### config.mk
export PLATFORM = sky130hd
export DESIGN_NAME = sync_fifo_flags
export DESIGN_NICKNAME = d
export VERILOG_FILES = /design/src/rtl/fifo_pkg.sv /design/src/rtl/fifo_mem_sdp.sv /design/src/rtl/sync_fifo_flags.sv
export SDC_FILE = /design/constraint.sdc
export NUM_CORES = 1
export LEC_CHECK = 0
export CAP_MARGIN = 10
export CORE_MARGIN = 2
export CORE_UTILIZATION = 30
export CTS_CLUSTER_DIAMETER = 150
export DETAILED_ROUTE_END_ITERATION = 8
export PLACE_DENSITY = 0.42
export REMOVE_ABC_BUFFERS = 1
export SYNTH_ARGS = -nofsm -noshare
export SYNTH_HDL_FRONTEND = slang
export SYNTH_HIERARCHICAL = 1
export SYNTH_SLANG_ARGS = --single-unit
### constraint.sdc
create_clock -name i_clk -period 3.2 [get_ports i_clk]
set_input_delay 0.32 -clock i_clk [delete_from_list [all_inputs] [get_ports i_clk]]
set_output_delay 0.32 -clock i_clk [all_outputs]
set_load 0.05 [all_outputs]
### src/rtl/fifo_pkg.sv
// Shared FIFO constants and elaboration-time helpers used by the memory-logic FIFOs.
package fifo_pkg;

   localparam int FIFO_DEFAULT_WIDTH = 8;
   localparam int FIFO_DEFAULT_DEPTH = 16;

   function automatic int clog2(input int n);
      int r;
      r = 0;
      for (int i = 0; i < 32; i++) begin
         if ((1 << r) < n) r = r + 1;
      end
      return r;
   endfunction

   function automatic bit is_pow2(input int n);
      return (n >= 2) && ((n & (n - 1)) == 0);
   endfunction

endpackage

### src/rtl/fifo_mem_sdp.sv
// Simple dual-port storage: one write port, one registered read port.
// Storage is never reset; only the read-data register returns to zero.
module fifo_mem_sdp #(
   parameter int WIDTH = 8,
   parameter int DEPTH = 16,
   parameter int AW    = 4
) (
   input  logic             i_clk,
   input  logic             i_rst,
   input  logic             i_we,
   input  logic [AW-1:0]    i_waddr,
   input  logic [WIDTH-1:0] i_wdata,
   input  logic             i_re,
   input  logic [AW-1:0]    i_raddr,
   output logic [WIDTH-1:0] o_rdata
);

   logic [WIDTH-1:0] r_mem [DEPTH];
   logic [WIDTH-1:0] r_rdata;

   always_ff @(posedge i_clk) begin
      if (i_we) r_mem[i_waddr] <= i_wdata;
   end

   // Read-before-write: a same-address write this edge is not visible here.
   always_ff @(posedge i_clk) begin
      if (i_rst)     r_rdata <= '0;
      else if (i_re) r_rdata <= r_mem[i_raddr];
   end

   assign o_rdata = r_rdata;

endmodule

### src/rtl/sync_fifo_flags.sv
// Single-clock FIFO with occupancy count, programmable almost flags, flush,
// and sticky overflow/underflow error bits.
module sync_fifo_flags
   import fifo_pkg::*;
#(
   parameter int WIDTH     = FIFO_DEFAULT_WIDTH,
   parameter int DEPTH     = FIFO_DEFAULT_DEPTH,
   parameter int AF_THRESH = DEPTH - 2,
   parameter int AE_THRESH = 2
) (
   input  logic                     i_clk,
   input  logic                     i_rst,
   input  logic                     i_flush,
   input  logic [WIDTH-1:0]         i_din,
   input  logic                     i_we,
   input  logic                     i_re,
   output logic [WIDTH-1:0]         o_dout,
   output logic                     o_dout_valid,
   output logic                     o_full,
   output logic                     o_empty,
   output logic                     o_almost_full,
   output logic                     o_almost_empty,
   output logic [clog2(DEPTH):0]    o_count,
   output logic                     o_overflow,
   output logic                     o_underflow
);

   localparam int AW = clog2(DEPTH);
   localparam logic [AW:0] C_DEPTH = (AW + 1)'(DEPTH);
   localparam logic [AW:0] C_AF    = (AW + 1)'(AF_THRESH);
   localparam logic [AW:0] C_AE    = (AW + 1)'(AE_THRESH);

   generate
      if (!is_pow2(DEPTH)) begin : g_bad_depth
         $error("sync_fifo_flags: DEPTH must be a power of two >= 2");
      end
      if (AF_THRESH > DEPTH || AF_THRESH < 0) begin : g_bad_af
         $error("sync_fifo_flags: AF_THRESH out of range");
      end
      if (AE_THRESH >= DEPTH || AE_THRESH < 0) begin : g_bad_ae
         $error("sync_fifo_flags: AE_THRESH out of range");
      end
      if (WIDTH < 1) begin : g_bad_width
         $error("sync_fifo_flags: WIDTH must be >= 1");
      end
   endgenerate

   logic [AW:0] r_wr_ptr;
   logic [AW:0] r_rd_ptr;
   logic [AW:0] r_count;
   logic        r_dout_valid;
   logic        r_overflow;
   logic        r_underflow;

   logic        w_full;
   logic        w_empty;
   logic        w_rd_ok;
   logic        w_wr_ok;
   logic        w_mem_we;
   logic        w_mem_re;
   logic [AW:0] w_count_next;

   assign w_full  = (r_count == C_DEPTH);
   assign w_empty = (r_count == '0);

   // A write at full is allowed only when a read frees the slot on the same edge.
   assign w_rd_ok = i_re & ~w_empty;
   assign w_wr_ok = i_we & (~w_full | w_rd_ok);

   always_comb begin
      w_count_next = r_count;
      if (w_wr_ok && !w_rd_ok)      w_count_next = r_count + 1'b1;
      else if (!w_wr_ok && w_rd_ok) w_count_next = r_count - 1'b1;
   end

   assign w_mem_we = w_wr_ok & ~i_flush & ~i_rst;
   assign w_mem_re = w_rd_ok & ~i_flush;

   always_ff @(posedge i_clk) begin
      if (i_rst) begin
         r_wr_ptr     <= '0;
         r_rd_ptr     <= '0;
         r_count      <= '0;
         r_dout_valid <= 1'b0;
         r_overflow   <= 1'b0;
         r_underflow  <= 1'b0;
      end else if (i_flush) begin
         r_wr_ptr     <= '0;
         r_rd_ptr     <= '0;
         r_count      <= '0;
         r_dout_valid <= 1'b0;
      end else begin
         if (w_wr_ok) r_wr_ptr <= r_wr_ptr + 1'b1;
         if (w_rd_ok) r_rd_ptr <= r_rd_ptr + 1'b1;
         r_count      <= w_count_next;
         r_dout_valid <= w_rd_ok;
         r_overflow   <= r_overflow  | (i_we & ~w_wr_ok);
         r_underflow  <= r_underflow | (i_re & ~w_rd_ok);
      end
   end

   fifo_mem_sdp #(
      .WIDTH (WIDTH),
      .DEPTH (DEPTH),
      .AW    (AW)
   ) u_mem (
      .i_clk   (i_clk),
      .i_rst   (i_rst),
      .i_we    (w_mem_we),
      .i_waddr (r_wr_ptr[AW-1:0]),
      .i_wdata (i_din),
      .i_re    (w_mem_re),
      .i_raddr (r_rd_ptr[AW-1:0]),
      .o_rdata (o_dout)
   );

   assign o_dout_valid   = r_dout_valid;
   assign o_full         = w_full;
   assign o_empty        = w_empty;
   assign o_almost_full  = (r_count >= C_AF);
   assign o_almost_empty = (r_count <= C_AE);
   assign o_count        = r_count;
   assign o_overflow     = r_overflow;
   assign o_underflow    = r_underflow;

endmodule

==> impl_metrics.py <==
metrics = {
    "status": {
        "status": "finished, final reports clean",
    },
    "floorplanning": {
        "die_area_um2": 21800,
        "ioPinCount": 33,
        "coreArea_um2": 20200,
        "std_cell_rows": 52,
        "die_w_um": 148,
        "start_util": 0.307,
        "die_height_um": 148,
    },
    "clock_network": {
        "h-tree-depth": 4,
        "cts_resized": 0,
        "cts_setup_buffers": 0,
        "cts_made_buffers": 17,
        "root_buffer": "clkbuf_16",
        "cts_hold_buf": 0,
        "clkTransAtPathRegs_ps": 60,
        "clkSinkCount": 152,
        "cts_tree": "built",
        "clockBufferDepth": 2,
        "clk_latency_ps": 420,
    },
    "synth": {
        "synth.avg_cell_area_um2": 15.0,
        "ys_async_sr_fraction": 0,
        "synth_warnings": 6,
        "synth.top_cell.area_share": 0.620,
        "yosysSeqAreaShare": 0.697,
        "synth_area_um2": 6200,
        "ys.flop_type": "edfxtp_1",
        "synth.top_cells.by_count": "128 x edfxtp_1, 67 x mux2i_1, 36 x nor2_1",
        "synth_edf_count": 128,
        "synth.most_common_cell": "edfxtp_1",
        "synth_area_leaders": "edfxtp_1 62%, mux2i_1 11%, dfxtp_1 7.7%",
        "synthCells": 414,
        "yosys.area.top_type": "edfxtp_1",
        "ys_seq_elements": 152,
        "ys_types": 36,
    },
    "final_layout": {
        "fill_cells": 1922,
        "final_util": 0.370,
        "layout.nets": 491,
        "layoutNonFillerInstCount": 754,
        "syn_to_final_growth_pct": 20.7,
        "fin_area_um2": 7490,
        "seqCellArea_um2": 4330,
        "antenna_cells": 0,
        "multiInputGateArea_um2": 1700,
        "drive_gt1_frac": 0.126,
    },
    "global_route": {
        "grt_pass1_wl_um": 21900,
        "overflow": 0,
        "grt_pass1_vias": 3438,
        "grt_start_max_net_pins": 28,
        "antenna_found_initial": 0,
        "grtUsageTotal": 0.141,
    },
    "drt": {
        "wl_per_cell_um": 19.3,
        "drtIter0Drc": 237,
        "routed_wl_um": 14600,
        "vias": 3528,
        "drc_errors": 0,
        "via_per_inst": 4.68,
        "ant_nets": 0,
        "drt_pass1_iterations": 4,
    },
    "placed_design": {
        "portBuffers": 32,
        "place.gp.congestion": 0.762,
        "hpwl_um": 9640,
        "post-place-ws_ps": 303,
        "place_inst": 722,
        "placed_area_um2": 6890,
    },
    "worst_setup_path": {
        "critPathArrivalTime_ps": 3240,
        "timing.rr.start": "o_count[0]",
        "start_kind": "flip-flop",
        "path_max_fanout": 7,
        "crit_path_frequent_cell": "mux2i_1",
        "r2r-end": "o_count[4]",
        "startpoint": "o_count[0]",
        "cp_slowest_cell": "or4_1",
        "worstPathRequired_ps": 3560,
        "cp_slowest_stage_delay_ps": 730,
        "worstSetupEndpointType": "flip-flop",
        "rrSetupSlack_ps": 320,
        "path_class": "flip-flop to flip-flop",
        "crit_end": "o_count[4]",
        "rr_worst_depth": 9,
        "crit_chain": "or4_1 -> o31ai_4 -> inv_1 -> ha_1 -> fa_1 -> nand2b_1 -> a21oi_1 -> mux2i_1 -> mux2i_1",
    },
    "sta": {
        "post-route-period-util": 0.899,
        "final-max-slew-violation-count": 0,
        "relSlewSlack": 0.442,
        "clock_skew_ps": 9.10,
        "worst_pin_slew_ps": 836,
        "setup_ws_ps": 322,
        "rsz0062_at_grt": "false",
        "final.min_clock_period_ps": 2880,
        "finalSetupViolCount": 0,
        "finalHoldViolCount": 0,
        "max_freq_mhz": 347,
    },
    "power_and_ir_drop": {
        "ir_worst_vdd_mv": 0.393,
        "leakage_nw": 2.40,
        "power.density_nw_per_um2": 638,
        "power_mw": 4.78,
    },
    "worst_hold_path": {
        "min_path_type": "flip-flop to flip-flop",
    },
    "job": {
        "maxCapViolCount": 0,
    },
}
[report_power, final]
part / internal (mW) / leakage [nW] / switching, mW
Combinational: 0.172 / 0.759 / 0.357
Sequential: 2.17 / 1.35 / 0.0362
Clock: 1.23 / 0.294 / 0.802
Total: 3.58 / 2.40 / 1.20
[worst min path at each step]
stage	start	endpoint	slack (ps)	depth (start not counted)
after floorplan	i_rst	o_overflow	390	1
after global placement	u_mem/o_rdata[5]	u_mem/o_rdata[5]	460	2
after detailed placement	u_mem/o_rdata[4]	u_mem/o_rdata[4]	470	2
after CTS	u_mem/o_rdata[4]	u_mem/o_rdata[4]	480	2
after global routing	u_mem/o_rdata[0]	u_mem/o_rdata[0]	500	2
final	u_mem/o_rdata[3]	u_mem/o_rdata[3]	480	2
[worst max-delay path, delay by kind of cell (launching register included)]
kind	cells	cell delay, ps
AOI/OAI and AO/OA	2	410
muxes	2	430
adders and majority gates	2	630
buffers and inverters	1	70
and+or+nand+nor	2	890
DFF	1	370
[cells in the final DEF, fill, tap and decap left out, types with 5 or more instances in the layout]
cell	Yosys	routed
nand3_1	31	31
edfxtp_1	128	128
clkdlybuf4s50_1	0	32
clkbuf_16	0	17
mux2i_1	67	67
dfxtp_1	24	23
buf_4	0	22
inv_1	6	6
ha_1	6	6
nand2_1	22	22
nor3_1	5	5
a21oi_1	13	13
a22oi_1	24	24
nor2_1	36	36
xor2_1	6	6
[cells by family after synthesis]
family          synth area share
simple gates              0.0843
compound gates            0.0571
buf+inv                   0.0296
flops                      0.697
fa+ha+maj                 0.0153
mux                        0.108
xor+xnor                 0.00847
[layer usage]
| metal | part of all wire | GRT usage |
|---|---|---|
| met5 | 0 | 0 |
| met4 | 0.015 | 0.0505 |
| met3 | 0.027 | 0.0324 |
| met2 | 0.46 | 0.213 |
| met1 | 0.49 | 0.198 |
[per-stage QoR]
step	TNS (ps)	hold slack, ps
2_1_floorplan	-190	392
3_3_place_gp	0	461
3_5_place_dp	0	472
4_1_cts	0	481
5_1_grt	0	502
6_report	0	475
[registers in the layout, summed over array words and instances (netlist names)]
name,count
u_mem/r_mem,128
u_mem/o_rdata,8
o_count,5
r_rd_ptr,4
r_wr_ptr,4
o_dout_valid,1
o_overflow,1
o_underflow,1
[layout make-up]
class	instances	share of cell area
sequential	152	0.578
inverter	6	0.00301
multi-input combinational	239	0.226
clock inverter	14	0.0229
timing repair buffer	55	0.0675
tap	270	0.0451
clock buffer	18	0.0573
Note: power is estimated with default switching activity, not from simulation.
